### src/rtl/mips_pkg.sv
// Shared definitions for the MIPS pipeline slice: reset vector, PC step,
// jump-index width and the redirect-source encoding used by the fetch stage.
package mips_pkg;

  localparam logic [31:0] RESET_PC_DEFAULT = 32'h0000_0000;
  localparam logic [31:0] PC_INC           = 32'd4;
  localparam int          JUMP_IDX_W       = 26;

  typedef enum logic [1:0] {
    RD_NONE,
    RD_BRANCH,
    RD_JUMP,
    RD_PENDING
  } redirect_src_e;

  // Instruction addresses are word aligned; the low two bits carry no meaning.
  function automatic logic [31:0] word_align(input logic [31:0] addr);
    return {addr[31:2], 2'b00};
  endfunction

endpackage

### src/rtl/pc_redirect_sel.sv
// Combinational next-PC selection: branch beats jump beats a held redirect,
// otherwise sequential fetch. Also derives the IF/ID squash request.
module pc_redirect_sel
  import mips_pkg::*;
(
  input  logic [31:0]           pc,
  input  logic                  pc_write,
  input  logic                  in_reset,
  input  logic                  branch_taken,
  input  logic [31:0]           branch_target,
  input  logic                  jump,
  input  logic [JUMP_IDX_W-1:0] jump_index,
  input  logic [3:0]            jump_pc_hi,
  input  logic                  pending_valid,
  input  logic [31:0]           pending_target,
  output logic [31:0]           pc_plus4,
  output logic [31:0]           next_pc,
  output logic                  new_redirect,
  output logic [31:0]           new_target,
  output redirect_src_e         redirect_src,
  output logic                  if_flush
);

  logic [31:0] jump_target;
  logic [31:0] br_target;
  logic        unused_br_low;

  assign jump_target   = {jump_pc_hi, jump_index, 2'b00};
  assign br_target     = word_align(branch_target);
  assign unused_br_low = ^branch_target[1:0];

  assign pc_plus4      = pc + PC_INC;
  assign new_redirect  = branch_taken | jump;

  // NOTE: every output of this block gets a default first, so no path through
  // the case leaves a signal unassigned and no latch can be inferred.
  always_comb begin
    redirect_src = RD_NONE;
    new_target   = pc_plus4;
    next_pc      = pc_plus4;
    if (branch_taken) begin
      redirect_src = RD_BRANCH;
      new_target   = br_target;
    end else if (jump) begin
      redirect_src = RD_JUMP;
      new_target   = jump_target;
    end else if (pending_valid) begin
      redirect_src = RD_PENDING;
    end

    unique case (redirect_src)
      RD_BRANCH, RD_JUMP: next_pc = new_target;
      RD_PENDING:         next_pc = pending_target;
      default:            next_pc = pc_plus4;
    endcase
  end

  // IF/ID holds during a stall, so a squash only makes sense when the PC moves.
  assign if_flush = pc_write & ~in_reset & (redirect_src != RD_NONE);

endmodule

### src/rtl/if_fetch_stage.sv
// Instruction-fetch stage: owns the architectural PC, applies ID-resolved
// redirects, holds under load-use stalls and remembers redirects seen while stalled.
module if_fetch_stage
  import mips_pkg::*;
#(
  parameter logic [31:0] RESET_PC = RESET_PC_DEFAULT,
  parameter int          IMEM_AW  = 5
) (
  input  logic                  clock,
  input  logic                  reset_n,
  input  logic                  PCWrite,
  input  logic                  BranchTaken,
  input  logic [31:0]           BranchTarget,
  input  logic                  Jump,
  input  logic [JUMP_IDX_W-1:0] JumpIndex,
  input  logic [3:0]            JumpPCHi,
  output logic [31:0]           PC,
  output logic [IMEM_AW-1:0]    ImemAddr,
  output logic [31:0]           PCplus4,
  output logic                  IF_flush,
  output logic [31:0]           FetchCount,
  output logic [15:0]           RedirectCount
);

  localparam logic [31:0] RESET_PC_ALIGNED = {RESET_PC[31:2], 2'b00};

  logic [31:0]   pc_q;
  logic          pending_valid;
  logic [31:0]   pending_target;
  logic [31:0]   fetch_count;
  logic [15:0]   redirect_count;

  logic [31:0]   pc_plus4;
  logic [31:0]   next_pc;
  logic          new_redirect;
  logic [31:0]   new_target;
  redirect_src_e redirect_src;
  logic          if_flush;

  pc_redirect_sel u_sel (
    .pc             (pc_q),
    .pc_write       (PCWrite),
    .in_reset       (~reset_n),
    .branch_taken   (BranchTaken),
    .branch_target  (BranchTarget),
    .jump           (Jump),
    .jump_index     (JumpIndex),
    .jump_pc_hi     (JumpPCHi),
    .pending_valid  (pending_valid),
    .pending_target (pending_target),
    .pc_plus4       (pc_plus4),
    .next_pc        (next_pc),
    .new_redirect   (new_redirect),
    .new_target     (new_target),
    .redirect_src   (redirect_src),
    .if_flush       (if_flush)
  );

  // NOTE: state updates use non-blocking assignments so every register samples
  // the pre-edge values, independent of statement order.
  always_ff @(posedge clock or negedge reset_n) begin
    if (!reset_n) begin
      pc_q           <= RESET_PC_ALIGNED;
      pending_valid  <= 1'b0;
      pending_target <= '0;
      fetch_count    <= '0;
      redirect_count <= '0;
    end else if (PCWrite) begin
      pc_q          <= next_pc;
      pending_valid <= 1'b0;
      fetch_count   <= fetch_count + 32'd1;
      if (redirect_src != RD_NONE) redirect_count <= redirect_count + 16'd1;
    end else if (new_redirect) begin
      // Stalled: remember the latest redirect; a newer one replaces an older one.
      pending_target <= new_target;
      pending_valid  <= 1'b1;
    end
  end

  assign PC            = pc_q;
  assign ImemAddr      = pc_q[IMEM_AW+1:2];
  assign PCplus4       = pc_plus4;
  assign IF_flush      = if_flush;
  assign FetchCount    = fetch_count;
  assign RedirectCount = redirect_count;

endmodule

### config.mk
export PLATFORM = sky130hd
export DESIGN_NAME = if_fetch_stage
export DESIGN_NICKNAME = d
export VERILOG_FILES = /design/src/rtl/mips_pkg.sv /design/src/rtl/pc_redirect_sel.sv /design/src/rtl/if_fetch_stage.sv
export SDC_FILE = /design/constraint.sdc
export NUM_CORES = 1
export LEC_CHECK = 0
export BUFFER_PORTS_ARGS = -buffer_cell sky130_fd_sc_hd__buf_2
export CAP_MARGIN = 10
export CORE_AREA = 2 2 119 121
export CTS_CLUSTER_SIZE = 14
export DETAILED_ROUTE_END_ITERATION = 10
export DIE_AREA = 0 0 121 123
export PLACE_DENSITY = 0.78
export SYNTH_ARGS = -nofsm -noshare
export SYNTH_HDL_FRONTEND = slang
export SYNTH_SLANG_ARGS = --single-unit
export TNS_END_PERCENT = 10
### constraint.sdc
create_clock -name clock -period 2.68 [get_ports clock]
set_clock_uncertainty 0.15 [all_clocks]
set_input_delay 0.134 -clock clock [delete_from_list [all_inputs] [get_ports clock]]
set_output_delay 0.134 -clock clock [all_outputs]
set_load 0.005 [all_outputs]
==> flow_metrics.env, run 1 <==
export IMPL_worstHoldStart="JumpIndex[12]"
export IMPL_rows=43
export IMPL_yosys_area_share_adder_pct=0.939
export IMPL_synth_top_family_by_area="simple AND/OR/NAND/NOR gates"
export IMPL_synth_common_cells="dfrtp_1 (113), nand2_1 (61), a21oi_1 (54)"
export IMPL_layout_drive_gt1_share_pct=29.4
export IMPL_nFillCells=1122
export IMPL_drt_iter0_markers=458
export IMPL_cp_num_cells=6
export IMPL_wl_per_cell_um=17.7
export IMPL_wirelength_um=20000
export IMPL_dr_pass1_iters=5
export IMPL_ys_flop_type="dfrtp_1"
export IMPL_grt_pass1_vias=6143
export IMPL_synthMuxAreaShare_pct=3.51
export IMPL_avgSynthCellArea_um2=9.24
export IMPL_worst_setup_path_type="reg2out"
export IMPL_antenna_found_initial=0
export IMPL_worst_slew_pin_slew_ns=0.760
export IMPL_cts_made_buffers=17
export IMPL_synth_edf_count=0
export IMPL_cts_clk_slew_worst_paths_ns=0.05
export IMPL_synth_top_area_share_pct=42.4
export IMPL_placed_cell_area_um2=7800
export IMPL_fp_dieH_um=123
export IMPL_grt_pass1_wl_um=31700
export IMPL_ir_drop_uv=423
export IMPL_period_share_pct=96.6
export IMPL_slew_limit_headroom_pct=49.2
export IMPL_syn_to_final_growth_pct=32.2
export IMPL_yosys_warnings=0
export IMPL_rsz0062_at_grt="yes"
export IMPL_hold_viol=0
export IMPL_crit_chain="and4_1 > nand2_1 > nor4_4 > nand4_1 > xnor2_1 > buf_2"
export IMPL_design_area_um2=8810
export IMPL_cp_num_buf_inv=1
export IMPL_design_core_area_um2=13600
export IMPL_slowest_delay_ns=0.55
export IMPL_fin_nets=1013
export IMPL_outcome="finished clean"
export IMPL_whs_path_depth=4
export IMPL_setup_worst_path_end_class="output pin"
export IMPL_synth_simple_area_share_pct=19.8
export IMPL_worstPathRequired_ns=2.40
export IMPL_fmax_ghz=0.386
export IMPL_cts_sinks=113
export IMPL_grt_start_max_net_pins=74
export IMPL_crit_family="simple AND/OR/NAND/NOR gates"
export IMPL_regToRegSetupSlack_ns=0.29
export IMPL_yosys_cell_count_top_type="dfrtp_1"
export IMPL_fin_util_pct=64.7
export IMPL_startpoint="PC[19]"
export IMPL_clk_path_buf_depth=2
export IMPL_setup_slack_ns=0.0910
export IMPL_dpl_hpwl_um=13800
export IMPL_drcViolationCount=0
export IMPL_syn_instance_count=721
export IMPL_port_buffers=182
export IMPL_layout_min_cycle_time_ns=2.59
export IMPL_htreeDepth=4
export IMPL_maxCapViolCount=0
export IMPL_grt_usage_pct=27.4
export IMPL_tritoncts="done"
export IMPL_power_density_nw_per_um2=662
export IMPL_synth_seq_area_share_pct=42.4
export IMPL_num_vias=6530
export IMPL_die_w_um=121
export IMPL_async_flop_share_pct=100
export IMPL_yosysUniqueCellTypes=65
export IMPL_pre_cts_slack_ns=0.214
export IMPL_io_pins=185
export IMPL_ys_ff_latch=113
export IMPL_syn_nets=793
export IMPL_finalPower_w=0.00583
export IMPL_r2r_start="pending_valid"
export IMPL_hold_path_class="in2reg"
export IMPL_rr_worst_depth=7
export IMPL_vias_per_cell=5.77
export IMPL_netlist_area_um2=6660
export IMPL_crit_path_start_kind="flip-flop"
export IMPL_p_leak_nw=4.15
export IMPL_clockRootBuffer="clkbuf_16"
export IMPL_initial_core_util_pct=48.9
export IMPL_antenna_cells=0
export IMPL_dieArea_um2=14900
export IMPL_arrival_ns=2.30
export IMPL_synth_xor_area_share_pct=9.84
export IMPL_yosysTopAreaCell="dfrtp_1"
export IMPL_worst_path_max_fanout=9
export IMPL_critical_path_slowest_cell="dfrtp_1"
export IMPL_slew_violations=0
export IMPL_finalSetupViolations=0
export IMPL_ant_nets=0
export IMPL_hold_worst_slack_ns=0.0220
export IMPL_gp_congestion=0.894
export IMPL_synth_area_leaders="dfrtp_1 (42%), xnor2_1 (6.7%), a21oi_1 (4.1%)"
export IMPL_synth_compound_area_share_pct=18.7
export IMPL_overflow=0
export IMPL_clkLatencyLatePin_ns=0.41
-- state kept, by name (all words and copies together) (netlist names) --
register / cells
pending_valid: 1
pending_target: 32
FetchCount: 32
PC: 32
RedirectCount: 16
-- worst paths after layout --
path	end
setup reg to reg	PC[25]
max in group asynchronous	PC[30]
min in group asynchronous	RedirectCount[11]
hold / removal	PC[14]
setup / recovery	PCplus4[31]
hold reg to reg	FetchCount[31]
-- stage by stage --
step	instances	setup TNS [ns]
finish	1131	0
global route	1131	-0.0437
CTS	1130	0
detailed placement	1056	0
global placement	1056	0
floorplan	721	0
-- kinds of logic after synthesis --
kind of cell,after synthesis
simple gates,244
fa+ha+maj,5
buf+inv,74
xor+xnor,74
compound gates,189
mux,22
flops,113
-- routing by layer --
layer	global-route usage, %	wire length [µm]	vias to the layer above
met3	6.27	1580	38
met1	34.9	8200	3126
met5	0	0	-
li1	-	-	3065
met2	45.3	9740	301
met4	10.9	481	0
-- worst reg2reg max path: stages, from the launching register on --
cell and delay (ns):
dfrtp_1 0.38, o21ai_0 0.25, inv_1 0.08, ha_1 0.45, inv_1 0.25, o21ai_0 0.35, a211oi_1 0.14, nor4_1 0.26
-- area by class of cell --
type                            instances  area [µm²]  area share (%)
Tap cell                              180         225            2.56
Multi-Input combinational cell        534        3550            40.3
Sequential cell                       113        2830            32.2
Timing Repair Buffer                  261        1630            18.5
Inverter                               14        52.6           0.597
Clock buffer                           22         474            5.38
Clock inverter                          7        37.5           0.426
-- where the power goes --
| group | switching (W) | total [W] | internal (W) |
|---|---|---|---|
| combinational | 0.000776 | 0.00153 | 0.000752 |
| sequential | 0.000359 | 0.00234 | 0.00198 |
| clock | 0.000741 | 0.00196 | 0.00122 |
-- layout by cell type, fill, tap and decap left out, types with 8 or more instances in the layout --
cell / n
dlygate4sd3_1: 45
nor2_1: 50
a221oi_1: 14
a22oi_1: 21
mux2i_1: 11
nand2_1: 61
and3_1: 23
and4_1: 12
xor2_1: 22
mux2_2: 11
a21oi_1: 54
clkbuf_16: 17
nor3_1: 9
nand3_1: 31
o22ai_1: 8
buf_4: 34
nand4_1: 20
o21ai_0: 35
inv_1: 12
xnor2_1: 51
o21a_1: 9
buf_2: 181
dfrtp_1: 109
-- timing repair --
action                                  CTS  global route
hold endpoints to repair                 85             0
resized for setup                         4             6
cloned                                    0             0
buffers inserted                          0             1
hold buffers                             45             0
pin swaps                                 1             2
endpoints found under the setup margin    5            12
Note: power is estimated with default switching activity, not from simulation.
==> inputs of run 2 (changes only) <==
==> constraint.sdc (replaced) <==
create_clock -name clock -period 2.52 [get_ports clock]
set_clock_uncertainty 0.15 [all_clocks]
set_input_delay 0 -clock clock [delete_from_list [all_inputs] [get_ports clock]]
set_output_delay 0 -clock clock [all_outputs]
set_load 0.005 [all_outputs]
==> flow_metrics.env, run 2 (same netlist as run 1, synthesis figures left out) <==
export IMPL_port_buffers=182
export IMPL_combPwrFrac_pct=27.3
export IMPL_final_common_cell="buf_2"
export IMPL_grt_use_met3_pct=5.49
export IMPL_fmax_ghz=0.402
export IMPL_worstPathRequired_ns=2.72
export IMPL_cts_made_buffers=17
export IMPL_hold_viol=0
export IMPL_grtUsageMet1_pct=37.2
export IMPL_pre_cts_slack_ns=0.129
export IMPL_overflow=0
export IMPL_arrival_ns=2.69
export IMPL_cts_sinks=113
export IMPL_grt_pass1_wl_um=34100
export IMPL_die_w_um=121
export IMPL_placed_cell_area_um2=7910
export IMPL_worst_setup_path_type="in2reg"
export IMPL_finalSetupViolations=0
export IMPL_design_area_um2=9260
export IMPL_antenna_cells=0
export IMPL_ant_nets=0
export IMPL_crit_top_cell="dlygate4sd3_1"
export IMPL_drcViolationCount=0
export IMPL_critical_path_slowest_cell="nor2_1"
export IMPL_crit_chain="dlygate4sd3_1 > buf_2 > buf_4 > nor2_1 > a22oi_1 > o21ai_0 > dlygate4sd3_1"
export IMPL_grt_pass1_vias=6660
export IMPL_antenna_found_initial=0
export IMPL_gp_congestion=0.894
export IMPL_layout_common_cells="buf_2 (181), dfrtp_1 (109), dlygate4sd3_1 (74)"
export IMPL_seqPwrFrac_pct=37.9
export IMPL_wirelength_um=21400
export IMPL_tritoncts="done"
export IMPL_dpl_hpwl_um=14200
export IMPL_setup_slack_ns=0.0313
export IMPL_clkLatencyLatePin_ns=0.42
export IMPL_p_sw_share_pct=31.9
export IMPL_grtUsageMet2_pct=48.8
export IMPL_fin_nets=1058
export IMPL_busiest_layer="met2"
export IMPL_rows=43
export IMPL_maxCapViolCount=0
export IMPL_dr_pass1_iters=5
export IMPL_worst_path_max_fanout=27
export IMPL_clockRootBuffer="clkbuf_16"
export IMPL_grt_usage_pct=29.4
export IMPL_wl_per_cell_um=18.2
export IMPL_period_share_pct=98.8
export IMPL_rsz0062_at_grt="yes"
export IMPL_design_core_area_um2=13600
export IMPL_slew_violations=0
export IMPL_crit_family="buffers and inverters"
export IMPL_clock_power_share_pct=34.9
export IMPL_power_internal_w=0.00443
export IMPL_p_leak_nw=4.37
export IMPL_fp_dieH_um=123
export IMPL_worst_slew_pin_slew_ns=0.828
export IMPL_drt_iter0_markers=632
export IMPL_ir_drop_uv=472
export IMPL_cts_clk_slew_worst_paths_ns=0.05
export IMPL_slowest_delay_ns=0.66
export IMPL_outcome="finished clean"
export IMPL_syn_to_final_growth_pct=38.9
export IMPL_slew_limit_headroom_pct=44.6
export IMPL_hold_path_class="in2async"
export IMPL_io_pins=185
export IMPL_power_switching_w=0.00207
export IMPL_num_vias=6857
export IMPL_crit_path_start_kind="input pin"
export IMPL_power_density_nw_per_um2=703
export IMPL_initial_core_util_pct=48.9
export IMPL_layout_min_cycle_time_ns=2.49
export IMPL_dieArea_um2=14900
export IMPL_htreeDepth=4
export IMPL_grt_start_max_net_pins=34
export IMPL_cp_num_buf_inv=4
export IMPL_setup_worst_path_end_class="flip-flop"
export IMPL_layout_drive_gt1_share_pct=29.8
export IMPL_vias_per_cell=5.82
export IMPL_clk_path_buf_depth=2
==> run 2: changes by cell type in the layout (fill, tap and decap cells not counted), sizes merged <==
cell,change
clkinvlp,-1
clkinv,-1
buf,+16
bufinv,+1
clkbuf,+3
dlygate4sd3,+29
==> run 2: final cells by class <==
type | count | area (µm²)
multi-input combinational | 534 | 3550
inverter | 14 | 52.6
tap | 180 | 225
sequential | 113 | 2830
timing repair buffer | 306 | 2040
clock buffer | 25 | 495
fill | 1057 | 4360
clock inverter | 6 | 55.1
==> run 2: path summary, 6_finish.rpt <==
check	startpoint	end	slack, ns	depth (start not counted)
setup / recovery	PCWrite	pending_target[14]	0.03	7
hold / removal	reset_n	pending_target[13]	0.04	3
setup reg to reg	PC[12]	pending_target[23]	0.10	7
hold reg to reg	RedirectCount[15]	RedirectCount[15]	0.33	1
max in group asynchronous	reset_n	pending_target[21]	1.24	3
min in group clock	BranchTarget[15]	PC[15]	0.05	5
==> run 2: per-layer routing <==
| layer | up-vias | wire, µm |
|---|---|---|
| met4 | 0 | 559 |
| met5 | - | 0 |
| met3 | 43 | 1540 |
| met1 | 3317 | 8950 |
| met2 | 348 | 10400 |
| li1 | 3149 | - |
==> run 2: what timing repair did <==
| item | CTS | global route |
|---|---|---|
| setup endpoints to repair | 6 | 11 |
| pin swaps | 2 | 6 |
| hold buffers | 74 | 0 |
| hold endpoints to repair | 173 | 0 |
| buffers inserted | 1 | 2 |
| gates resized for setup | 4 | 8 |
==> run 2: tightest hold or removal path, delay by kind of cell <==
kind                   cells  cell delay (ns)
buffers and inverters      3             0.98
==> run 2: stage by stage <==
| step | total power (W) | instances | TNS (ns) | utilization (%) | hold WS [ns] |
|---|---|---|---|---|---|
| after floorplan | 0.00332 | 721 | 0 | - | -0.446 |
| after global placement | 0.00403 | 1070 | 0 | 58.1 | -0.276 |
| after detailed placement | 0.00407 | 1070 | 0 | 58.1 | -0.278 |
| after CTS | 0.00648 | 1176 | -0.0182 | 67.7 | 0.0150 |
| after global routing | 0.00682 | 1178 | -0.0890 | 68.0 | 0.0603 |
| final | 0.00651 | 1178 | 0 | 68.0 | 0.0392 |
==> run 2: power by group through the flow <==
stage,Combinational [W],Clock (W),Sequential (W)
2_1_floorplan,0.000898,0,0.00242
3_3_place_gp,0.00157,0,0.00246
3_5_place_dp,0.00160,0,0.00247
4_1_cts,0.00174,0.00229,0.00245
5_1_grt,0.00195,0.00236,0.00251
6_report,0.00177,0.00227,0.00247
==> inputs of run 3 (changes only) <==
Settings changed: CORE_AREA 2 2 119 121 to 2 2 133 135, DIE_AREA 0 0 121 123 to 0 0 135 137, PLACE_DENSITY 0.78 to not set, PLACE_DENSITY_LB_ADDON set to 0.15.
==> flow_metrics.env, run 3 (same netlist as run 1, synthesis figures left out) <==
export IMPL_worst_path_max_fanout=7
export IMPL_power_density_nw_per_um2=699
export IMPL_hold_path_class="in2async"
export IMPL_dieArea_um2=18500
export IMPL_fp_dieH_um=137
export IMPL_rows=48
export IMPL_pre_cts_slack_ns=0.124
export IMPL_layout_min_cycle_time_ns=2.43
export IMPL_drt_iter0_markers=466
export IMPL_vias_per_cell=5.36
export IMPL_clockRootBuffer="clkbuf_16"
export IMPL_die_w_um=135
export IMPL_maxCapViolCount=0
export IMPL_worstPathRequired_ns=2.37
export IMPL_num_vias=6585
export IMPL_rsz0062_at_grt="yes"
export IMPL_fin_nets=1062
export IMPL_ir_drop_uv=521
export IMPL_outcome="finished clean"
export IMPL_grt_pass1_wl_um=33800
export IMPL_drcViolationCount=0
export IMPL_io_pins=185
export IMPL_worst_setup_path_type="reg2out"
export IMPL_period_share_pct=96.3
export IMPL_wl_per_cell_um=17.7
export IMPL_setup_worst_path_end_class="output pin"
export IMPL_gp_congestion=0.853
export IMPL_design_core_area_um2=17100
export IMPL_layout_common_cells="buf_2 (181), dfrtp_1 (107), dlygate4sd3_1 (73)"
export IMPL_dr_pass1_iters=5
export IMPL_hold_viol=0
export IMPL_crit_path_start_kind="flip-flop"
export IMPL_place_inst=1118
export IMPL_htreeDepth=4
export IMPL_nFillCells=1585
export IMPL_antenna_found_initial=1
export IMPL_cts_made_buffers=17
export IMPL_finalNonFillerCells=1228
export IMPL_setup_slack_ns=0.0924
export IMPL_dpl_hpwl_um=15100
export IMPL_layout_drive_gt1_share_pct=30.8
export IMPL_slew_violations=0
export IMPL_clkLatencyLatePin_ns=0.41
export IMPL_port_buffers=182
export IMPL_final_common_cell="buf_2"
export IMPL_arrival_ns=2.28
export IMPL_cts_clk_slew_worst_paths_ns=0.05
export IMPL_initial_core_util_pct=39.1
export IMPL_slew_limit_headroom_pct=46.9
export IMPL_fmax_ghz=0.412
export IMPL_worst_slew_pin_slew_ns=0.794
export IMPL_tritoncts="done"
export IMPL_rr_worst_depth=7
export IMPL_p_leak_nw=4.40
export IMPL_grt_usage_pct=23.6
export IMPL_overflow=0
export IMPL_cts_sinks=113
export IMPL_antenna_cells=0
export IMPL_grt_start_max_net_pins=62
export IMPL_finalSetupViolations=0
export IMPL_ant_nets=0
export IMPL_grt_pass1_vias=6221
export IMPL_syn_to_final_growth_pct=41.1
export IMPL_clk_path_buf_depth=2
export IMPL_wirelength_um=21700
[run 3: changes by cell type in the layout (fill, tap and decap cells not counted), moves of 2 or more]
cell        before  now
clkinv_4         0    2
clkbuf_1         4    1
clkinvlp_4       0    6
clkinv_2         5    1
buf_4           50   52
dfrtp_2          4    6
buf_12           1    3
dfrtp_1        109  107
[run 3: through the flow]
| step | hold slack (ns) | area, µm² | power (W) | utilization [%] | TNS [ns] |
|---|---|---|---|---|---|
| floorplan | -0.446 | 6670 | 0.00332 | - | 0 |
| global placement | -0.0887 | 8010 | 0.00410 | 47.0 | 0 |
| detailed placement | -0.101 | 8010 | 0.00411 | 47.0 | 0 |
| CTS | 0.00706 | 9340 | 0.00659 | 54.8 | -0.0269 |
| global route | 0.0377 | 9400 | 0.00692 | 55.1 | -0.0714 |
| finish | 0.00471 | 9400 | 0.00657 | 55.1 | 0 |
[run 3: routing by layer]
metal	global-route usage, %	vias up	wire, µm
li1	-	3171	-
met1	32.1	3181	9940
met2	37.7	209	10200
met3	5.93	22	1280
met4	5.79	2	255
met5	0	-	13
[run 3: power by group]
group	total (W)	internal (W)	switching, W
Combinational	0.00179	0.000898	0.000888
Sequential	0.00246	0.00211	0.000353
Clock	0.00233	0.00144	0.000893
Total	0.00657	0.00444	0.00213
[run 3: timing repair]
action / in CTS / in global routing
endpoints found under the hold margin: 173 / 0
hold buffers: 73 / 0
pin swaps: 1 / 6
endpoints found under the setup margin: 5 / 19
gates resized for setup: 3 / 12
buffers inserted: 1 / 4
[run 3: cell type report]
| class | instances | area, µm² | share of cell area, % |
|---|---|---|---|
| Multi-Input combinational cell | 534 | 3560 | 37.8 |
| Sequential cell | 113 | 2840 | 30.2 |
| Clock buffer | 21 | 470 | 5.00 |
| Inverter | 14 | 52.6 | 0.559 |
| Clock inverter | 11 | 106 | 1.13 |
| Timing Repair Buffer | 310 | 2100 | 22.3 |
| Tap cell | 225 | 282 | 2.99 |
[run 3: final timing paths]
| check | start | to | slack, ns |
|---|---|---|---|
| min in group clock | JumpIndex[4] | PC[6] | 0.01 |
| max | PC[12] | PCplus4[24] | 0.09 |
| min | reset_n | RedirectCount[9] | 0.005 |
| min reg2reg | RedirectCount[15] | RedirectCount[15] | 0.32 |
| max in group asynchronous | reset_n | PC[16] | 1.50 |
| max reg2reg | PC[4] | pending_target[11] | 0.13 |
[run 3: critical path, stage by stage, from the launching register on]
cell,delay [ns]
dfrtp_2,0.44
nand4_1,0.11
buf_4,0.17
nor4_4,0.34
buf_4,0.21
and4_1,0.25
xor2_1,0.20
buf_2,0.14
